**config.mk**
```make
export PLATFORM = sky130hd
export DESIGN_NAME = buffer_memory_controller
export DESIGN_NICKNAME = d
export VERILOG_FILES = /design/src/rtl/buffer_memory_controller_pkg.sv /design/src/rtl/buffer_memory_controller_rr_arbiter.sv /design/src/rtl/buffer_memory_controller.sv
export SDC_FILE = /design/constraint.sdc
export NUM_CORES = 1
export LEC_CHECK = 0
export CAP_MARGIN = 20
export CORE_ASPECT_RATIO = 2
export CORE_MARGIN = 2
export CORE_UTILIZATION = 69
export DETAILED_ROUTE_END_ITERATION = 10
export DONT_BUFFER_PORTS = 1
export GPL_TIMING_DRIVEN = 0
export PLACE_DENSITY = 0.95
export SLEW_MARGIN = 0
export SYNTH_ARGS = -nofsm -noshare
export SYNTH_HDL_FRONTEND = slang
export SYNTH_SLANG_ARGS = --single-unit
```
**constraint.sdc**
```tcl
create_clock -name clk -period 12.66 [get_ports clk]
set_clock_uncertainty 0.05 [all_clocks]
set_input_delay 3.798 -clock clk [delete_from_list [all_inputs] [get_ports clk]]
set_output_delay 3.798 -clock clk [all_outputs]
set_load 0.02 [all_outputs]
```
**src/rtl/buffer_memory_controller_pkg.sv**
```systemverilog
// Shared defaults and pointer helpers for the buffered multi-requester write controller.
package buffer_memory_controller_pkg;

    localparam int DEF_DATA_WIDTH = 40;
    localparam int DEF_DEPTH      = 8;
    localparam int DEF_NUM_REQ    = 4;

    // Advance a circular pointer, wrapping limit-1 back to 0 (limit need not be a power of two).
    function automatic int unsigned ptr_inc(input int unsigned ptr, input int unsigned limit);
        return (ptr >= limit - 1) ? 0 : ptr + 1;
    endfunction

endpackage

```
**src/rtl/buffer_memory_controller_rr_arbiter.sv**
```systemverilog
// Round-robin arbiter: grants the first asserted request at or after rr_ptr, wrapping.
module rr_arbiter #(
    parameter int NUM_REQ = 4
) (
    input  logic [NUM_REQ-1:0]         req,
    input  logic [$clog2(NUM_REQ)-1:0] rr_ptr,
    input  logic                       enable,
    output logic [NUM_REQ-1:0]         gnt
);

    localparam int RR_W = $clog2(NUM_REQ);

    logic            found;
    logic [RR_W-1:0] idx;

    always_comb begin
        gnt   = '0;
        found = 1'b0;
        idx   = '0;
        for (int k = 0; k < NUM_REQ; k++) begin
            idx = RR_W'((int'(rr_ptr) + k) % NUM_REQ);
            if (enable && !found && req[idx]) begin
                gnt[idx] = 1'b1;
                found    = 1'b1;
            end
        end
    end

endmodule

```
**src/rtl/buffer_memory_controller.sv**
```systemverilog
// Multi-requester FIFO buffer: round-robin write arbitration into a slot array, in-order readout.
module buffer_memory_controller
    import buffer_memory_controller_pkg::*;
#(
    parameter int DATA_WIDTH = DEF_DATA_WIDTH,
    parameter int DEPTH      = DEF_DEPTH,
    parameter int NUM_REQ    = DEF_NUM_REQ
) (
    input  logic                          clk,
    input  logic                          reset,
    input  logic [NUM_REQ-1:0]            req,
    input  logic [NUM_REQ*DATA_WIDTH-1:0] req_data,
    output logic [NUM_REQ-1:0]            gnt,
    output logic                          out_valid,
    input  logic                          out_ready,
    output logic [DATA_WIDTH-1:0]         out_data,
    output logic [$clog2(DEPTH+1)-1:0]    count,
    output logic                          full,
    output logic                          empty
);

    localparam int PTR_W = $clog2(DEPTH);
    localparam int RR_W  = $clog2(NUM_REQ);
    localparam int CNT_W = $clog2(DEPTH+1);

    logic [DATA_WIDTH-1:0] slot_data [DEPTH];
    logic [DEPTH-1:0]      slot_empty;
    logic [PTR_W-1:0]      wr_ptr;
    logic [PTR_W-1:0]      rd_ptr;
    logic [RR_W-1:0]       rr_ptr;

    logic                  push;
    logic                  pop;
    logic [DATA_WIDTH-1:0] push_data;
    logic [RR_W-1:0]       grant_idx;
    logic [DEPTH-1:0]      wr_en;
    logic [DEPTH-1:0]      rd_clr;

    assign full  = (count == CNT_W'(DEPTH));
    assign empty = (count == '0);

    // Reset gates the arbiter so nothing is granted while state is being cleared.
    rr_arbiter #(
        .NUM_REQ(NUM_REQ)
    ) u_arbiter (
        .req    (req),
        .rr_ptr (rr_ptr),
        .enable (!full && !reset),
        .gnt    (gnt)
    );

    assign push      = |gnt;
    assign out_valid = !slot_empty[rd_ptr];
    assign pop       = out_valid && out_ready;
    assign out_data  = out_valid ? slot_data[rd_ptr] : '0;

    always_comb begin
        push_data = '0;
        grant_idx = '0;
        for (int i = 0; i < NUM_REQ; i++) begin
            if (gnt[i]) begin
                push_data = req_data[i*DATA_WIDTH +: DATA_WIDTH];
                grant_idx = RR_W'(i);
            end
        end
    end

    always_comb begin
        wr_en  = '0;
        rd_clr = '0;
        for (int j = 0; j < DEPTH; j++) begin
            wr_en[j]  = push && (wr_ptr == PTR_W'(j));
            rd_clr[j] = pop && (rd_ptr == PTR_W'(j));
        end
    end

    // Push and pop never target the same slot: they coincide only when empty or full.
    always_ff @(posedge clk) begin
        if (reset) begin
            for (int j = 0; j < DEPTH; j++) begin
                slot_data[j] <= '0;
            end
            slot_empty <= '1;
        end else begin
            for (int j = 0; j < DEPTH; j++) begin
                if (wr_en[j]) begin
                    slot_data[j]  <= push_data;
                    slot_empty[j] <= 1'b0;
                end else if (rd_clr[j]) begin
                    slot_empty[j] <= 1'b1;
                end
            end
        end
    end

    always_ff @(posedge clk) begin
        if (reset) begin
            wr_ptr <= '0;
            rd_ptr <= '0;
            rr_ptr <= '0;
            count  <= '0;
        end else begin
            if (push) begin
                wr_ptr <= PTR_W'(ptr_inc(32'(wr_ptr), DEPTH));
                rr_ptr <= RR_W'(ptr_inc(32'(grant_idx), NUM_REQ));
            end
            if (pop) begin
                rd_ptr <= PTR_W'(ptr_inc(32'(rd_ptr), DEPTH));
            end
            case ({push, pop})
                2'b10:   count <= count + 1'b1;
                2'b01:   count <= count - 1'b1;
                default: count <= count;
            endcase
        end
    end

endmodule
```
==> results of run 1 <==
logic make-up after synthesis:
kind of cell,Yosys count,synth area share (%)
simple gates,451,12.7
flops,343,57.8
buf+inv,192,4.84
mux,134,13.8
compound gates,119,9.21
fa+ha+maj,21,1.51
xor+xnor,4,0.201
Yosys cell counts, drive strengths merged, types with 6 or more instances:
master / count / area, um2
nor2: 292 / 1100
a21oi: 46 / 230
mux4: 85 / 1910
and4: 40 / 350
nand2: 7 / 28.8
a31oi: 6 / 37.5
dfxtp: 23 / 460
o41ai: 40 / 1100
nand3: 6 / 40.0
edfxtp: 320 / 9610
clkbuf: 56 / 210
buf: 43 / 284
mux2i: 49 / 490
and2: 40 / 250
inv: 92 / 345
nand2b: 7 / 43.8
and3: 44 / 275
ha: 21 / 263
per-layer routing:
metal | share of wire (%) | wire, um | GRT usage [%] | vias up
li1 | - | - | - | 4767
met1 | 30 | 15600 | 45.9 | 5886
met2 | 51 | 26500 | 66.0 | 1227
met3 | 12 | 6000 | 8.22 | 320
met4 | 7.7 | 4030 | 24.5 | 2
met5 | 0.031 | 16 | 0 | -
power by group through the flow:
stage	Clock [mW]	Combinational, mW	Sequential [mW]
finish	0.880	1.56	1.68
global route	0.906	1.63	1.69
CTS	0.866	1.52	1.67
detailed placement	0	1.50	1.69
global placement	0	1.41	1.66
floorplan	0	1.07	1.64
path summary, 6_finish.rpt:
path	to	depth (start not counted)	slack [ns]	from
worst max-delay path	gnt[3]	6	2.60	req[3]
worst min register to register	slot_empty[7]	2	0.50	slot_empty[7]
worst max register to register	count[3]	19	7.18	rr_ptr[0]
worst min-delay path	slot_empty[7]	2	0.50	slot_empty[7]
flip-flops by register name (all words and copies together) (netlist names), named ones only:
name        cells
rd_ptr          3
wr_ptr          3
slot_data     320
rr_ptr          2
slot_empty      8
count           4
cell type report:
| class | count | area share [%] |
|---|---|---|
| flip-flops and latches | 343 | 53.1 |
| multi-input cells | 729 | 34.5 |
| clock buffers | 36 | 4.24 |
| plain buffers | 99 | 2.61 |
| well taps | 336 | 2.22 |
| inverters | 93 | 1.84 |
| repair buffers | 8 | 0.885 |
| clock inverters | 15 | 0.495 |
| diodes | 9 | 0.119 |
worst min-delay path: stages, from the launching register on:
cell and delay, ns:
dfxtp_1 0.35, a211oi_1 0.06, a21oi_1 0.10
stage by stage:
stage	cells	hold slack [ns]	cell area (um2)	utilization, %
detailed placement	1608	0.472	18000	72.3
global placement	1600	0.437	17800	71.6
CTS	1659	0.489	18900	75.9
floorplan	1264	0.414	17400	-
global route	1665	0.522	18900	76.0
finish	1668	0.499	19000	76.0
==> summary.md, run 1 <==
| Metric | Value |
|---|---|
| Pre-CTS setup slack | `2.66 ns` |
| Comb pwr share | `37.9%` |
| Port bufs | `0` |
| Multi-input gate area | `0.00653 mm2` |
| Syn Nets | `1452` |
| Global-route wire length before repair | `76.1 mm` |
| Row count | `82` |
| Crit end category | `primary output` |
| Pin count of the biggest net entering global routing | `29` |
| Critical path class | `in2out` |
| Max transition margin | `34.3%` |
| Synthesized cell area | `0.0174 mm2` |
| Fmax | `0.0994 GHz` |
| Pwr/cell area | `218 mW/mm2` |
| Psw | `1.58 mW` |
| Clk_lat worst skew | `0.57 ns` |
| Final Slew Violations | `0` |
| CTS H-Tree Depth | `1` |
| TritonRoute pass-1 iters | `6` |
| CTS resizes | `0` |
| Vias per cell | `7.32` |
| Critical path's top delay family | `buffers and inverters` |
| Vias in the first global route | `12600` |
| Crit start category | `input port` |
| Initial antenna violation count | `10` |
| CTS Hold Buffers Added | `0` |
| P&R area growth vs syn | `8.75%` |
| Postcts setup bufs | `0` |
| Dpl hpwl | `34.6 mm` |
| Num CTS Buffers | `28` |
| Post-synth ARST share | `0%` |
| Post-Synthesis Cells | `1264` |
| VDD IR max | `194 uV` |
| Total track usage | `39.5%` |
| #FFs+latches synth | `343` |
| Setup Viol. Count Final | `0` |
| Clock power share | `21.3%` |
| PnR Total Power | `4.13 mW` |
| Placer Congestion | `0.905` |
| Antenna Nets Post-Route | `0` |
| Arr. time, crit path | `6.22 ns` |
| Die Y | `229 um` |
| Avg WL per Cell | `31.2 um` |
| DRC viols | `0` |
| Final Cycle Share | `79.5%` |
| Routed WL | `52.1 mm` |
| Worst slew pin tran | `0.986 ns` |
| CP bufs+invs | `2` |
| Reg power frac | `40.8%` |
| Worst path max stage delay | `0.56 ns` |
| Die area | `0.0266 mm2` |
| Layout cells sized above 1 | `17.4%` |
| # nets final | `1490` |
| Chip width | `116 um` |
| Core area | `0.0249 mm2` |
| Max Cap Viol | `0` |
| Sequential area share after synthesis | `57.8%` |
| Vias post-DR | `12200` |
| RSZ-0062 raised after global routing | `no` |
| Fin. Hold Viols | `0` |
| EDFF count, synth | `320` |
| Leak | `7.05 nW` |
| Status | `finished, final reports clean` |
| Worst path slowest cell | `buf_1` |
| Crit path cell chain | `mux4_2 > nor4_2 > and3b_1 > a221o_1 > buf_4 > buf_1` |
| Root Buffer | `clkbuf_16` |
| Yosys warns | `0` |
| Clock transition at path regs | `0.08 ns` |
| CTS Buffer Depth | `3` |
| CP Max Fanout | `10` |
| Syn_area_per_cell | `13.8 um2` |
| Iteration-0 DRC Markers | `1924` |
| Ys flop type | `edfxtp_1` |
| Reg area | `0.0101 mm2` |
| Worst setup slack after layout | `2.60 ns` |
| Total grt overflow | `0` |
| Fill count | `1321` |
| I/O Pins | `218` |
| Post-layout min period | `10.06 ns` |
| Worst EP required | `8.81 ns` |
| HP Class | `reg2reg` |
| Pint | `2.54 mW` |
| Initial core utilization | `69.9%` |
| CTS tree | `yes` |
| Commonest non-fill, non-tap cells in the layout | `edfxtp_1, nor2_1, inv_1` |
| Switching share of power | `38.4%` |
| Most common cell after layout, fill and taps aside | `edfxtp_1` |
| Setup TNS | `0 ns` |
| Yosys cell types | `50` |
| Clk sink count | `343` |
(Power assumes the default switching activity.)
==> run 2, diff against run 1 <==
- CORE_UTILIZATION: 69 -> 58
- PLACE_DENSITY: 0.95 -> 0.86
- clock period: 12.66 -> 9.05 ns (I/O delays scaled with it)
==> summary.md, run 2 (synthesis results as in run 1) <==
| Metric | Value |
|---|---|
| Status | `finished, final reports clean (unchanged)` |
| Worst hold slack | `0.486 ns (was 0.499 ns)` |
| Final Util | `64.3% (was 76.0%)` |
| Clk_lat worst skew | `0.55 ns (was 0.57 ns)` |
| Crit start category | `input port (unchanged)` |
| Leak | `7.02 nW (was 7.05 nW)` |
| Worst path slowest cell | `buf_1 (unchanged)` |
| R2r worst-path depth | `18 (was 19)` |
| Largest registers | `slot_data (320), slot_empty (8), count (4) (unchanged)` |
| Fin. Hold Viols | `0 (unchanged)` |
| Pre-CTS setup slack | `1.17 ns (was 2.66 ns)` |
| Placer Congestion | `0.912 (was 0.905)` |
| Row count | `89 (was 82)` |
| Postcts setup bufs | `0 (unchanged)` |
| P&R area growth vs syn | `8.92% (was 8.75%)` |
| CTS tree | `yes (unchanged)` |
| Dpl hpwl | `32.9 mm (was 34.6 mm)` |
| Capture point of the worst reg-to-reg path | `count[2] (was count[3])` |
| TritonRoute pass-1 iters | `5 (was 6)` |
| Max Cap Viol | `0 (unchanged)` |
| # nets final | `1490 (unchanged)` |
| CTS resizes | `0 (unchanged)` |
| I/O Pins | `218 (unchanged)` |
| CTS H-Tree Depth | `1 (unchanged)` |
| CP Max Fanout | `10 (unchanged)` |
| Final Slew Violations | `0 (unchanged)` |
| Clk sink count | `343 (unchanged)` |
| Port bufs | `0 (unchanged)` |
| Worst slew pin tran | `1.02 ns (was 0.986 ns)` |
| Worst EP required | `6.29 ns (was 8.81 ns)` |
| R2R setup slack | `3.64 ns (was 7.18 ns)` |
| Num CTS Buffers | `27 (was 28)` |
| Vias in the first global route | `11800 (was 12600)` |
| Worst setup slack after layout | `1.11 ns (was 2.60 ns)` |
| Global-route wire length before repair | `69.2 mm (was 76.1 mm)` |
| Vias per cell | `6.69 (was 7.32)` |
| Antenna Nets Post-Route | `0 (unchanged)` |
| Core area | `0.0295 mm2 (was 0.0249 mm2)` |
| Final Cycle Share | `87.7%` |
| PnR Total Power | `5.67 mW (was 4.13 mW)` |
| Hold Path Stages | `2 (unchanged)` |
| Total grt overflow | `0 (unchanged)` |
| Initial antenna violation count | `7 (was 10)` |
| Critical path class | `in2out (unchanged)` |
| Layout cells sized above 1 | `16.7% (was 17.4%)` |
| Pin count of the biggest net entering global routing | `26 (was 29)` |
| HP Class | `reg2reg (unchanged)` |
| Avg WL per Cell | `28.0 um (was 31.2 um)` |
| Largest register FFs | `320 (unchanged)` |
| VDD IR max | `233 uV (was 194 uV)` |
| Arr. time, crit path | `5.17 ns (was 6.22 ns)` |
| CP Launch Point | `req[3] (unchanged)` |
| RSZ-0062 raised after global routing | `no (unchanged)` |
| Routed WL | `47.5 mm (was 52.1 mm)` |
| Pwr/cell area | `299 mW/mm2 (was 218 mW/mm2)` |
| Number of cells on the critical path | `6 (unchanged)` |
| Max transition margin | `31.8% (was 34.3%)` |
| Vias post-DR | `11300 (was 12200)` |
| Critical Path Sink | `gnt[3] (unchanged)` |
| Crit end category | `primary output (unchanged)` |
| Crit path cell chain | `mux4_2 > nor4_2 > and3b_1 > a221o_1 > buf_4 > buf_1 (unchanged)` |
| Clock transition at path regs | `0.07 ns (was 0.08 ns)` |
| Most common cell after layout, fill and taps aside | `edfxtp_1 (unchanged)` |
| Total track usage | `29.5% (was 39.5%)` |
| Initial core utilization | `59.1% (was 69.9%)` |
| Critical path's top delay family | `simple AND/OR/NAND/NOR gates (was buffers and inverters)` |
| Worst path max stage delay | `0.56 ns (about the same)` |
| DRC viols | `0 (unchanged)` |
| Fmax | `0.126 GHz` |
| Post-layout min period | `7.94 ns` |
| Die area | `0.0315 mm2 (was 0.0266 mm2)` |
| RR Startpoint | `rr_ptr[0] (unchanged)` |
| Root Buffer | `clkbuf_16 (unchanged)` |
| Iteration-0 DRC Markers | `1433 (was 1924)` |
| Biggest register | `slot_data (unchanged)` |
| Chip width | `127 um (was 116 um)` |
| Setup Viol. Count Final | `0 (unchanged)` |
| CTS Buffer Depth | `3 (unchanged)` |
| Commonest non-fill, non-tap cells in the layout | `edfxtp_1, nor2_1, inv_1 (unchanged)` |
| Setup TNS | `0 ns (unchanged)` |
| Die Y | `249 um (was 229 um)` |
| CP bufs+invs | `2 (unchanged)` |
| CTS Hold Buffers Added | `0 (unchanged)` |
run 2: changes by cell type in the layout (fill, tap and decap cells not counted), moves of 2 or more:
cell | previous run | this run
clkinv_1 | 2 | 9
clkbuf_16 | 31 | 27
clkinv_4 | 2 | 0
bufinv_16 | 0 | 4
clkinv_2 | 6 | 2
inv_4 | 4 | 0
run 2: area by class of cell:
cell class	count	area (um2)
Fill cell	1958	10500
Antenna cell	10	25.0
Sequential cell	343	10100
Timing Repair Buffer	9	175
Clock inverter	17	188
Multi-Input combinational cell	729	6530
Tap cell	364	455
Inverter	93	349
Clock buffer	32	694
Buffer	99	494
run 2: worst min-delay path by stage:
stage / start / end / slack, ns
after floorplan: slot_empty[3] / slot_empty[3] / 0.41
after global placement: slot_empty[3] / slot_empty[3] / 0.44
after detailed placement: slot_empty[3] / slot_empty[3] / 0.45
after CTS: slot_empty[3] / slot_empty[3] / 0.48
after global routing: slot_empty[1] / slot_empty[1] / 0.52
final: slot_empty[3] / slot_empty[3] / 0.49
run 2: power by group:
part	total [mW]	internal, mW	switching (mW)
registers	2.33	2.19	0.138
logic	2.13	0.731	1.40
clock network	1.21	0.665	0.549
total	5.67	3.59	2.08
run 2: tightest hold or removal path, stage by stage (launching register included):
cell and delay (ns):
dfxtp_1 0.35, a211oi_1 0.05, a21oi_1 0.10
run 2: per-layer routing:
layer / share of wire (%) / global-route usage, % / vias up
li1: - / - / 4766
met1: 30 / 32.4 / 5532
met2: 52 / 52.2 / 839
met3: 11 / 6.51 / 194
met4: 6.3 / 16.4 / 10
met5: 0.13 / 0 / -
run 2: stage by stage:
step | std cells | instance area, um2
floorplan | 1264 | 17400
detailed placement | 1636 | 18100
CTS | 1685 | 18900
finish | 1696 | 19000
global route | 1686 | 19000
global placement | 1628 | 17900
